File: src/rtl/alu_share_pkg.sv
// alu_share_pkg: shared definitions for the ALU-sharing arbiter.
//   - ALU select codes understood by the shared N_Bit_ALU
//   - FSM state encoding
//   - sel_legal(): true for the four supported select codes
package alu_share_pkg;

  localparam logic [3:0] ALU_AND = 4'b0000;
  localparam logic [3:0] ALU_OR  = 4'b0001;
  localparam logic [3:0] ALU_ADD = 4'b0010;
  localparam logic [3:0] ALU_SUB = 4'b0110;

  typedef enum logic [1:0] {
    IDLE = 2'd0,
    EXEC = 2'd1,
    RESP = 2'd2
  } state_t;

  function automatic logic sel_legal(input logic [3:0] sel);
    return (sel == ALU_ADD) || (sel == ALU_SUB) ||
           (sel == ALU_AND) || (sel == ALU_OR);
  endfunction

endpackage

File: src/rtl/alu_share_arbiter_rr_arb2.sv
// rr_arb2: two-input round-robin grant logic with its priority register.
// Ports:
//   clk      in   rising-edge clock
//   rst      in   synchronous active-low reset (prio -> 0)
//   valid    in   [1:0] request valids
//   advance  in   a grant was consumed this cycle; flip priority away from it
//   grant    out  [1:0] one-hot grant (all-zero when nothing is valid)
module rr_arb2 (
  input  logic       clk,
  input  logic       rst,
  input  logic [1:0] valid,
  input  logic       advance,
  output logic [1:0] grant
);

  // r_prio names the requester that wins when both are valid
  logic r_prio;

  always_comb begin
    grant = 2'b00;
    case (valid)
      2'b01:   grant = 2'b01;
      2'b10:   grant = 2'b10;
      2'b11:   grant = r_prio ? 2'b10 : 2'b01;
      default: grant = 2'b00;
    endcase
  end

  // After serving requester g the other one gets priority: prio = ~g.
  always_ff @(posedge clk) begin
    if (!rst) begin
      r_prio <= 1'b0;
    end else if (advance) begin
      r_prio <= grant[0];
    end
  end

endmodule

File: src/rtl/alu_share_arbiter.sv
// alu_share_arbiter: shares one N-bit ALU between two requesters.
// Requests are granted round-robin, operands are registered and driven to
// the ALU for one cycle, and the captured result is returned with the
// requester id on a valid/ready response channel.
//
// Optional feature macro: ALU_SHARE_ARBITER_PERF_EN adds perf_grant0,
// perf_grant1 and perf_stall saturating counters.
//
// Ports:
//   clk, rst                  clock, synchronous active-low reset
//   req_valid/req_ready [1:0] request handshake per requester
//   req_a, req_b [2N]         operands, requester i at [i*N +: N]
//   req_sel [8]               select, requester i at [i*4 +: 4]
//   rsp_*                     response channel (valid/ready + payload)
//   alu_a, alu_b, alu_sel     drive to the shared ALU
//   alu_result, alu_zero, alu_cout_add, alu_cout_sub  ALU outputs
//
// state | meaning
// ------+---------------------------------------------------------------
// IDLE  | arbitrate; req_ready high for the granted requester
// EXEC  | ALU driven from operand registers; capture at end of cycle
// RESP  | rsp_valid high; hold until rsp_ready
module alu_share_arbiter
  import alu_share_pkg::*;
#(
  parameter int N = 32
) (
  input  logic           clk,
  input  logic           rst,
  input  logic [1:0]     req_valid,
  output logic [1:0]     req_ready,
  input  logic [2*N-1:0] req_a,
  input  logic [2*N-1:0] req_b,
  input  logic [7:0]     req_sel,
  output logic           rsp_valid,
  input  logic           rsp_ready,
  output logic           rsp_id,
  output logic [N-1:0]   rsp_result,
  output logic           rsp_zero,
  output logic           rsp_carry,
  output logic           rsp_err,
  output logic [N-1:0]   alu_a,
  output logic [N-1:0]   alu_b,
  output logic [3:0]     alu_sel,
  input  logic [N-1:0]   alu_result,
  input  logic           alu_zero,
  input  logic           alu_cout_add,
  input  logic           alu_cout_sub
`ifdef ALU_SHARE_ARBITER_PERF_EN
  ,
  output logic [15:0]    perf_grant0,
  output logic [15:0]    perf_grant1,
  output logic [15:0]    perf_stall
`endif
);

  state_t       r_state;
  logic [N-1:0] r_a;
  logic [N-1:0] r_b;
  logic [3:0]   r_sel;
  logic         r_id;
  logic         r_rsp_valid;
  logic         r_rsp_id;
  logic [N-1:0] r_rsp_result;
  logic         r_rsp_zero;
  logic         r_rsp_carry;
  logic         r_rsp_err;

  logic [1:0]   w_grant;
  logic         w_hs;
  logic         w_gid;
  logic [N-1:0] w_a;
  logic [N-1:0] w_b;
  logic [3:0]   w_sel;

  rr_arb2 u_arb (
    .clk     (clk),
    .rst     (rst),
    .valid   (req_valid),
    .advance (w_hs),
    .grant   (w_grant)
  );

  // Ready is gated by rst so nothing can be accepted while reset is held.
  assign req_ready = (rst && (r_state == IDLE)) ? w_grant : 2'b00;
  assign w_hs      = |(req_valid & req_ready);
  assign w_gid     = w_grant[1];
  assign w_a       = w_gid ? req_a[2*N-1:N] : req_a[N-1:0];
  assign w_b       = w_gid ? req_b[2*N-1:N] : req_b[N-1:0];
  assign w_sel     = w_gid ? req_sel[7:4]   : req_sel[3:0];

  always_ff @(posedge clk) begin
    if (!rst) begin
      r_state      <= IDLE;
      r_a          <= '0;
      r_b          <= '0;
      r_sel        <= ALU_ADD;
      r_id         <= 1'b0;
      r_rsp_valid  <= 1'b0;
      r_rsp_id     <= 1'b0;
      r_rsp_result <= '0;
      r_rsp_zero   <= 1'b0;
      r_rsp_carry  <= 1'b0;
      r_rsp_err    <= 1'b0;
    end else begin
      case (r_state)
        IDLE: begin
          if (w_hs) begin
            r_a     <= w_a;
            r_b     <= w_b;
            r_sel   <= w_sel;
            r_id    <= w_gid;
            r_state <= EXEC;
          end
        end
        EXEC: begin
          r_state     <= RESP;
          r_rsp_valid <= 1'b1;
          r_rsp_id    <= r_id;
          if (sel_legal(r_sel)) begin
            r_rsp_result <= alu_result;
            r_rsp_zero   <= alu_zero;
            r_rsp_carry  <= (r_sel == ALU_ADD) ? alu_cout_add :
                            (r_sel == ALU_SUB) ? alu_cout_sub : 1'b0;
            r_rsp_err    <= 1'b0;
          end else begin
            // Illegal select: the ALU output is meaningless, report an error.
            r_rsp_result <= '0;
            r_rsp_zero   <= 1'b0;
            r_rsp_carry  <= 1'b0;
            r_rsp_err    <= 1'b1;
          end
        end
        RESP: begin
          if (rsp_ready) begin
            r_rsp_valid <= 1'b0;
            r_state     <= IDLE;
          end
        end
        default: r_state <= IDLE;
      endcase
    end
  end

  assign alu_a      = r_a;
  assign alu_b      = r_b;
  assign alu_sel    = r_sel;
  assign rsp_valid  = r_rsp_valid;
  assign rsp_id     = r_rsp_id;
  assign rsp_result = r_rsp_result;
  assign rsp_zero   = r_rsp_zero;
  assign rsp_carry  = r_rsp_carry;
  assign rsp_err    = r_rsp_err;

`ifdef ALU_SHARE_ARBITER_PERF_EN
  logic [15:0] r_perf_grant0;
  logic [15:0] r_perf_grant1;
  logic [15:0] r_perf_stall;

  always_ff @(posedge clk) begin
    if (!rst) begin
      r_perf_grant0 <= '0;
      r_perf_grant1 <= '0;
      r_perf_stall  <= '0;
    end else begin
      if (w_hs && !w_gid && (r_perf_grant0 != 16'hFFFF))
        r_perf_grant0 <= r_perf_grant0 + 16'd1;
      if (w_hs && w_gid && (r_perf_grant1 != 16'hFFFF))
        r_perf_grant1 <= r_perf_grant1 + 16'd1;
      if ((r_state == RESP) && !rsp_ready && (r_perf_stall != 16'hFFFF))
        r_perf_stall <= r_perf_stall + 16'd1;
    end
  end

  assign perf_grant0 = r_perf_grant0;
  assign perf_grant1 = r_perf_grant1;
  assign perf_stall  = r_perf_stall;
`endif

endmodule

File: config.mk
export PLATFORM = sky130hd
export DESIGN_NAME = alu_share_arbiter
export DESIGN_NICKNAME = d
export VERILOG_FILES = /design/src/rtl/alu_share_pkg.sv /design/src/rtl/alu_share_arbiter_rr_arb2.sv /design/src/rtl/alu_share_arbiter.sv
export SDC_FILE = /design/constraint.sdc
export NUM_CORES = 1
export LEC_CHECK = 0
export CORE_MARGIN = 5
export CORE_UTILIZATION = 34
export CTS_CLUSTER_DIAMETER = 120
export DETAILED_ROUTE_END_ITERATION = 10
export GPL_TIMING_DRIVEN = 0
export PLACE_DENSITY = 0.77
export SYNTH_ARGS = -nofsm -noshare
export SYNTH_HDL_FRONTEND = slang
export SYNTH_HIERARCHICAL = 1
export SYNTH_SLANG_ARGS = --single-unit
export TNS_END_PERCENT = 100
File: constraint.sdc
create_clock -name clk -period 2 [get_ports clk]
set_input_delay 0.4 -clock clk [delete_from_list [all_inputs] [get_ports clk]]
set_output_delay 0.4 -clock clk [all_outputs]
set_load 0.02 [all_outputs]
# --- Word level (Yosys, flattened, before mapping) ---
# Cells that the tools add are included.
totals:
  regBits: 109
  latch_bits: 0
  mem_bits_rw: 0
  rom_bits: 0
  inputBits: 176
  out_inout_bits: 107
  mem_count: 0
op_classes:
  addsub: 0
  n_mul: 0
  n_div: 0
  magnitude_cmp: 0
  eq_ne: 10
  n_shift: 0
  n_mux: 17
  n_bitwise: 1
  n_reduce_logical: 11
ops:
  columns: ["op", "count"]
  rows:
  - ["32-bit two-way mux", 3]
  - ["2-bit case mux with 3 select lines", 2]
  - ["2-bit two-way mux", 4]
  - ["2-bit == test (second input constant)", 3]
  - ["1-bit two-way mux", 6]
  - ["2-bit AND reduction", 3]
  - ["2-bit by 1-bit == test with 1-bit output (second input constant)", 2]
  - ["4-bit by 1-bit == test with 1-bit output (second input constant)", 1]
  - ["4-bit by 2-bit == test with 1-bit output (second input constant)", 1]
  - ["4-bit by 3-bit == test with 1-bit output (second input constant)", 1]
  - ["4-bit zero test", 1]
  - ["4-bit two-way mux", 1]
  - ["1-bit logical OR", 3]
  - ["2-bit AND", 1]
  - ["2-bit zero test", 1]
  - ["2-bit by 1-bit inequality test with 1-bit output (second input constant)", 1]
  - ["2-bit inequality test (second input constant)", 1]
  - ["1-bit case mux with 2 select lines", 1]
  - ["2-bit nonzero test", 1]
  - ["2-bit OR reduction", 1]
  - ["1-bit logical AND", 1]

# --- Logic depth before layout (Yosys ltp) ---
logic_depth:
  depth_word: 7
  depth_mapped: 9
  mapped_depth_nobuf: 6

# --- By module ---
# The synthesis kept the hierarchy.
modules_own_cells:
  columns: ["module", "instances", "cells_per_inst", "area_each_um2", "seq_area_each_um2"]
  rows:
  - ["alu_share_arbiter", 1, 446, 4657.0, 2162.1]
  - ["rr_arb2", 1, 6, 60.1, 20.0]

# --- Least setup slack after synthesis ---
# Ideal clock, no wire load.
synth_timing:
  path_type: "input-to-output"
  startpoint: "input port req_valid[1]"
  endpoint: "output port req_ready[1]"
  arrival_ns: 1.637
  t_required_ns: 1.600
  path_slack_ns: -0.037
  stages: 5
  path_buffers: 3
  cell_sequence: "a21boi_0 clkbuf_1 buf_2 buf_2 and2_1"
synth_between:
  elab_chain_len: 3
  elab_cells_between_ends: 5
  cone_classes: "eq/ne: 3; mux: 2"
synth_rtl:
  columns: ["item", "line_no", "source"]
  rows:
  - ["from (decl)", "alu_share_arbiter.sv:30", "input logic [1:0] req_valid,"]
  - ["2-bit == test or 2-bit by 1-bit == test with 1-bit output (tied branches)", "alu_share_arbiter_rr_arb2.sv:21", "case (valid)"]
  - ["2-bit case mux with 3 select lines (*)", "alu_share_arbiter_rr_arb2.sv:21", null]
  - ["2-bit two-way mux (*)", "alu_share_arbiter.sv:85", "assign req_ready = (rst && (r_state == IDLE)) ? w_grant : 2'b00;"]
  - ["to (decl)", "alu_share_arbiter.sv:31", "output logic [1:0] req_ready,"]
# Every way passes the cells marked *; elsewhere a longest branch is shown, timed or not.

# --- Final worst setup path ---
layout_timing:
  startpoint: "register u_arb.r_prio"
  endpoint: "output port req_ready[1]"
layout_between:
  elab_chain_len: 3
layout_rtl:
  columns: ["item", "line_no", "source"]
  rows:
  - ["from (decl)", "alu_share_arbiter_rr_arb2.sv:17", "logic r_prio;"]
  - ["from (signal assigned)", "alu_share_arbiter_rr_arb2.sv:34", "r_prio <= grant[0];"]
  - ["2-bit two-way mux", "alu_share_arbiter_rr_arb2.sv:24", "2'b11: grant = r_prio ? 2'b10 : 2'b01;"]
  - ["2-bit case mux with 3 select lines", "alu_share_arbiter_rr_arb2.sv:21", null]
  - ["named net w_grant[1]", "alu_share_arbiter.sv:69", "logic [1:0] w_grant;"]
  - ["2-bit two-way mux", "alu_share_arbiter.sv:85", null]
# The timed path passes the listed nets, and every way through them passes these cells.

==> key figures <==
Cells and area
  • Finished Layout Cells: slightly above 900
  • Proportion of layout cells with a drive suffix above 1: 6.10%
  • Ant diodes: 0
  • Layout area overhead: 72.9%
  • Nets: 925

Logic synthesis
  • Fraction of registers with async set/reset: 0%
  • Synth Register Bits: 109
  • Post-synth cell types: 35
  • Post-synth top flop: dfxtp_1
  • EDFF count, synth: 0
  • Dominant cell type by area after synthesis: dfxtp_1
  • Syn Inst Count: 452
  • Mean post-synth cell area: 10.4 um^2
  • Count leader, synth: mux2i_1
  • Synthesized Nets: between 600 and 700
  • Top cells by area, synth: dfxtp_1, mux2i_1, a32oi_1
  • Ys Warns: 6
  • Post-Syn Area: roughly 4700 um^2
  • Synth top cells by count: mux2i_1, dfxtp_1, nand2_1
  • Post-synthesis sequential area ratio: 46.3%
  • Top cell type's share of synthesized area: between 40% and 50%

Worst setup path
  • Critical Path RT: 1600 ps
  • Crit path cell chain: inv_1, a21boi_1, clkbuf_4, buf_12, buf_12, and2_1, buf_6
  • Setup crit end kind: output port
  • Crit path buf inv count: 5
  • CP startpoint kind: flop
  • Crit path kind: reg2out
  • Max Fanout on Critical Path: 10
  • Worst path most repeated cell: buf_12
  • CP delay by family, top: buffers and inverters
  • Worst Path Arrival: 1510 ps
  • Slowest stage delay, CP: ~350 ps
  • Slowest cell on crit path: dfxtp_2

Place
  • Placed Cells: a little over 900
  • Final HPWL DP: around 13 mm
  • Gp weighted congestion: around 0.87
  • IO Port Bufs: about 280

Power
  • Power per cell area: approximately 700 nW/um^2
  • Maximum vdd drop: roughly 0.35 mV
  • P_leak: roughly 3.0 nW

Clock network
  • CTS clk-pin slew, worst paths: about 70 ps
  • CTS Buf Count: 9
  • Clock tree buffer depth: 2
  • CTS root buffer: clkbuf_16
  • H-tree depth: 3
  • Worst skew pair latency: roughly 350 ps
  • TritonCTS Sinks: about 110
  • Hold-fix buffers, CTS: 0
  • CTS tree: built

Drt
  • Detailed-router iteration count before antenna repair: 4
  • Residual DRC: 0
  • Drt total wl: ~16 mm
  • Via density per instance: ~4.8
  • Via count: 4443
  • Final ANT Viol Nets: 0
  • Initial DRC Count: about 140
  • Drt wl/cell: around 17 um

Global route
  • Initial antenna violation count: 0
  • First-pass GRT wire length: 23.7 mm
  • Total grt overflow: 0
  • Vias in the first global route: ~4600
  • Total global-route track usage: 18.3%
  • Largest net degree at the start of global routing: 21

Floorplanning
  • Die Ht: 128 um
  • Die Area: between 15000 and 20000 um^2
  • Core area: 13700 um^2
  • I/O pin count: between 200 and 300
  • Site Rows: 43
  • Die W: 128 um
  • Initial core utilization: about a third

STA
  • Fin Hold WS: ~460 ps
  • RSZ-0062 raised after global routing: false
  • Final Cycle Share: ~95%
  • FMAX: between 500 and 600 MHz
  • Hold Fails Final Rpt: 0
  • Final setup viols: 0
  • Slew headroom: 64.5%
  • Least-Margin Pin Slew: 530 ps
  • Max-slew violations: 0
  • Fin crit period: between 1500 and 2000 ps
  • Max Clock Skew: roughly 8.4 ps

Job
  • Max Cap Violations: 0

Worst hold path
  • HP Class: reg2reg

Status
  • Status: completed
-- path summary, 6_finish.rpt --
| kind | from | endpoint | slack (ps) | cells past startpoint |
|---|---|---|---|---|
| worst max-delay path | u_arb/r_prio$_SDFFE_PN0P_ | req_ready[1] | 90 | 7 |
| worst min-delay path | alu_b[9]$_SDFFE_PN0P_ | alu_b[9]$_SDFFE_PN0P_ | 460 | 2 |
| worst max register to register | u_arb/r_prio$_SDFFE_PN0P_ | u_arb/r_prio$_SDFFE_PN0P_ | 130 | 9 |
| worst min register to register | alu_b[9]$_SDFFE_PN0P_ | alu_b[9]$_SDFFE_PN0P_ | 460 | 2 |
-- area by class of cell --
cell class                      instances  area, um^2
Clock inverter                          4        47.5
Sequential cell                       109        2180
Clock buffer                           12         246
Tap cell                              180         225
Inverter                                1        3.75
Multi-Input combinational cell        304        2370
Timing Repair Buffer                  287        2860
Fill cell                            1195        5560
Buffer                                 37         224
-- metrics by stage --
stage,power (mW),area [um^2],utilization [%],worst slack (ps),setup TNS (ps)
after floorplan,3.09,4720,-,34.4,0
after global placement,3.86,7770,56.6,-1530,-57550
after detailed placement,3.89,7770,56.6,-1580,-60820
after CTS,5.70,8140,59.3,0.937,0
after global routing,5.89,8160,59.5,33.2,0
final,5.63,8160,59.5,91.8,0
-- where the power goes --
part	switching [mW]	leakage (nW)	internal, mW
clock	0.772	0.143	1.00
combinational	0.623	1.92	0.807
sequential	0.0937	0.891	2.33
total	1.49	2.95	4.14
-- cell usage in the layout, fill, tap and decap left out, types with 3 or more instances in the layout --
master,n
a21boi_1,3
a32oi_1,33
buf_4,10
buf_6,3
clkbuf_1,23
clkbuf_16,9
clkbuf_2,5
clkdlybuf4s50_1,277
dfxtp_1,108
mux2i_1,134
nand2_1,71
nor2b_1,34
-- state kept, by name (all words and copies together) (netlist names) --
name and cells:
r_state 2, rsp_err 1, alu_a 32, rsp_zero 1, alu_sel 4, rsp_id 1, rsp_result 32, u_arb/r_prio 1
rsp_carry 1, r_id 1, alu_b 32, rsp_valid 1
-- repair_timing --
item | CTS | global route
setup buffers | 4 | 1
endpoints found under the setup margin | 72 | 27
pin swaps | 1 | 0
gates resized for setup | 33 | 9
-- worst register-to-register path: stages, from the launching register on --
cell,delay (ps)
dfxtp_2,350
inv_1,50
a21boi_1,110
clkbuf_4,170
buf_4,190
a22oi_2,120
nor2_4,160
buf_8,230
and3b_1,210
a31o_1,180
-- routing by layer --
| metal | up-vias | share of wire (%) | wire length, um | track usage (%) |
|---|---|---|---|---|
| met5 | - | 0 | 0 | 0 |
| met4 | 0 | 2.0 | 315 | 6.37 |
| met3 | 21 | 8.7 | 1360 | 5.67 |
| met2 | 177 | 52 | 8030 | 33.6 |
| met1 | 2049 | 38 | 5870 | 19.8 |
| li1 | 2196 | - | - | - |
-- cells by family (layout without fill, tap and decap cells) --
group	count (synthesis)	count (layout)	share of synthesized area (%)
compound gates	47	47	8.28
buf+inv	39	341	3.93
flops	109	109	46.3
mux	137	137	29.1
simple gates	120	120	12.4
Power figures use the tool's default switching activity.
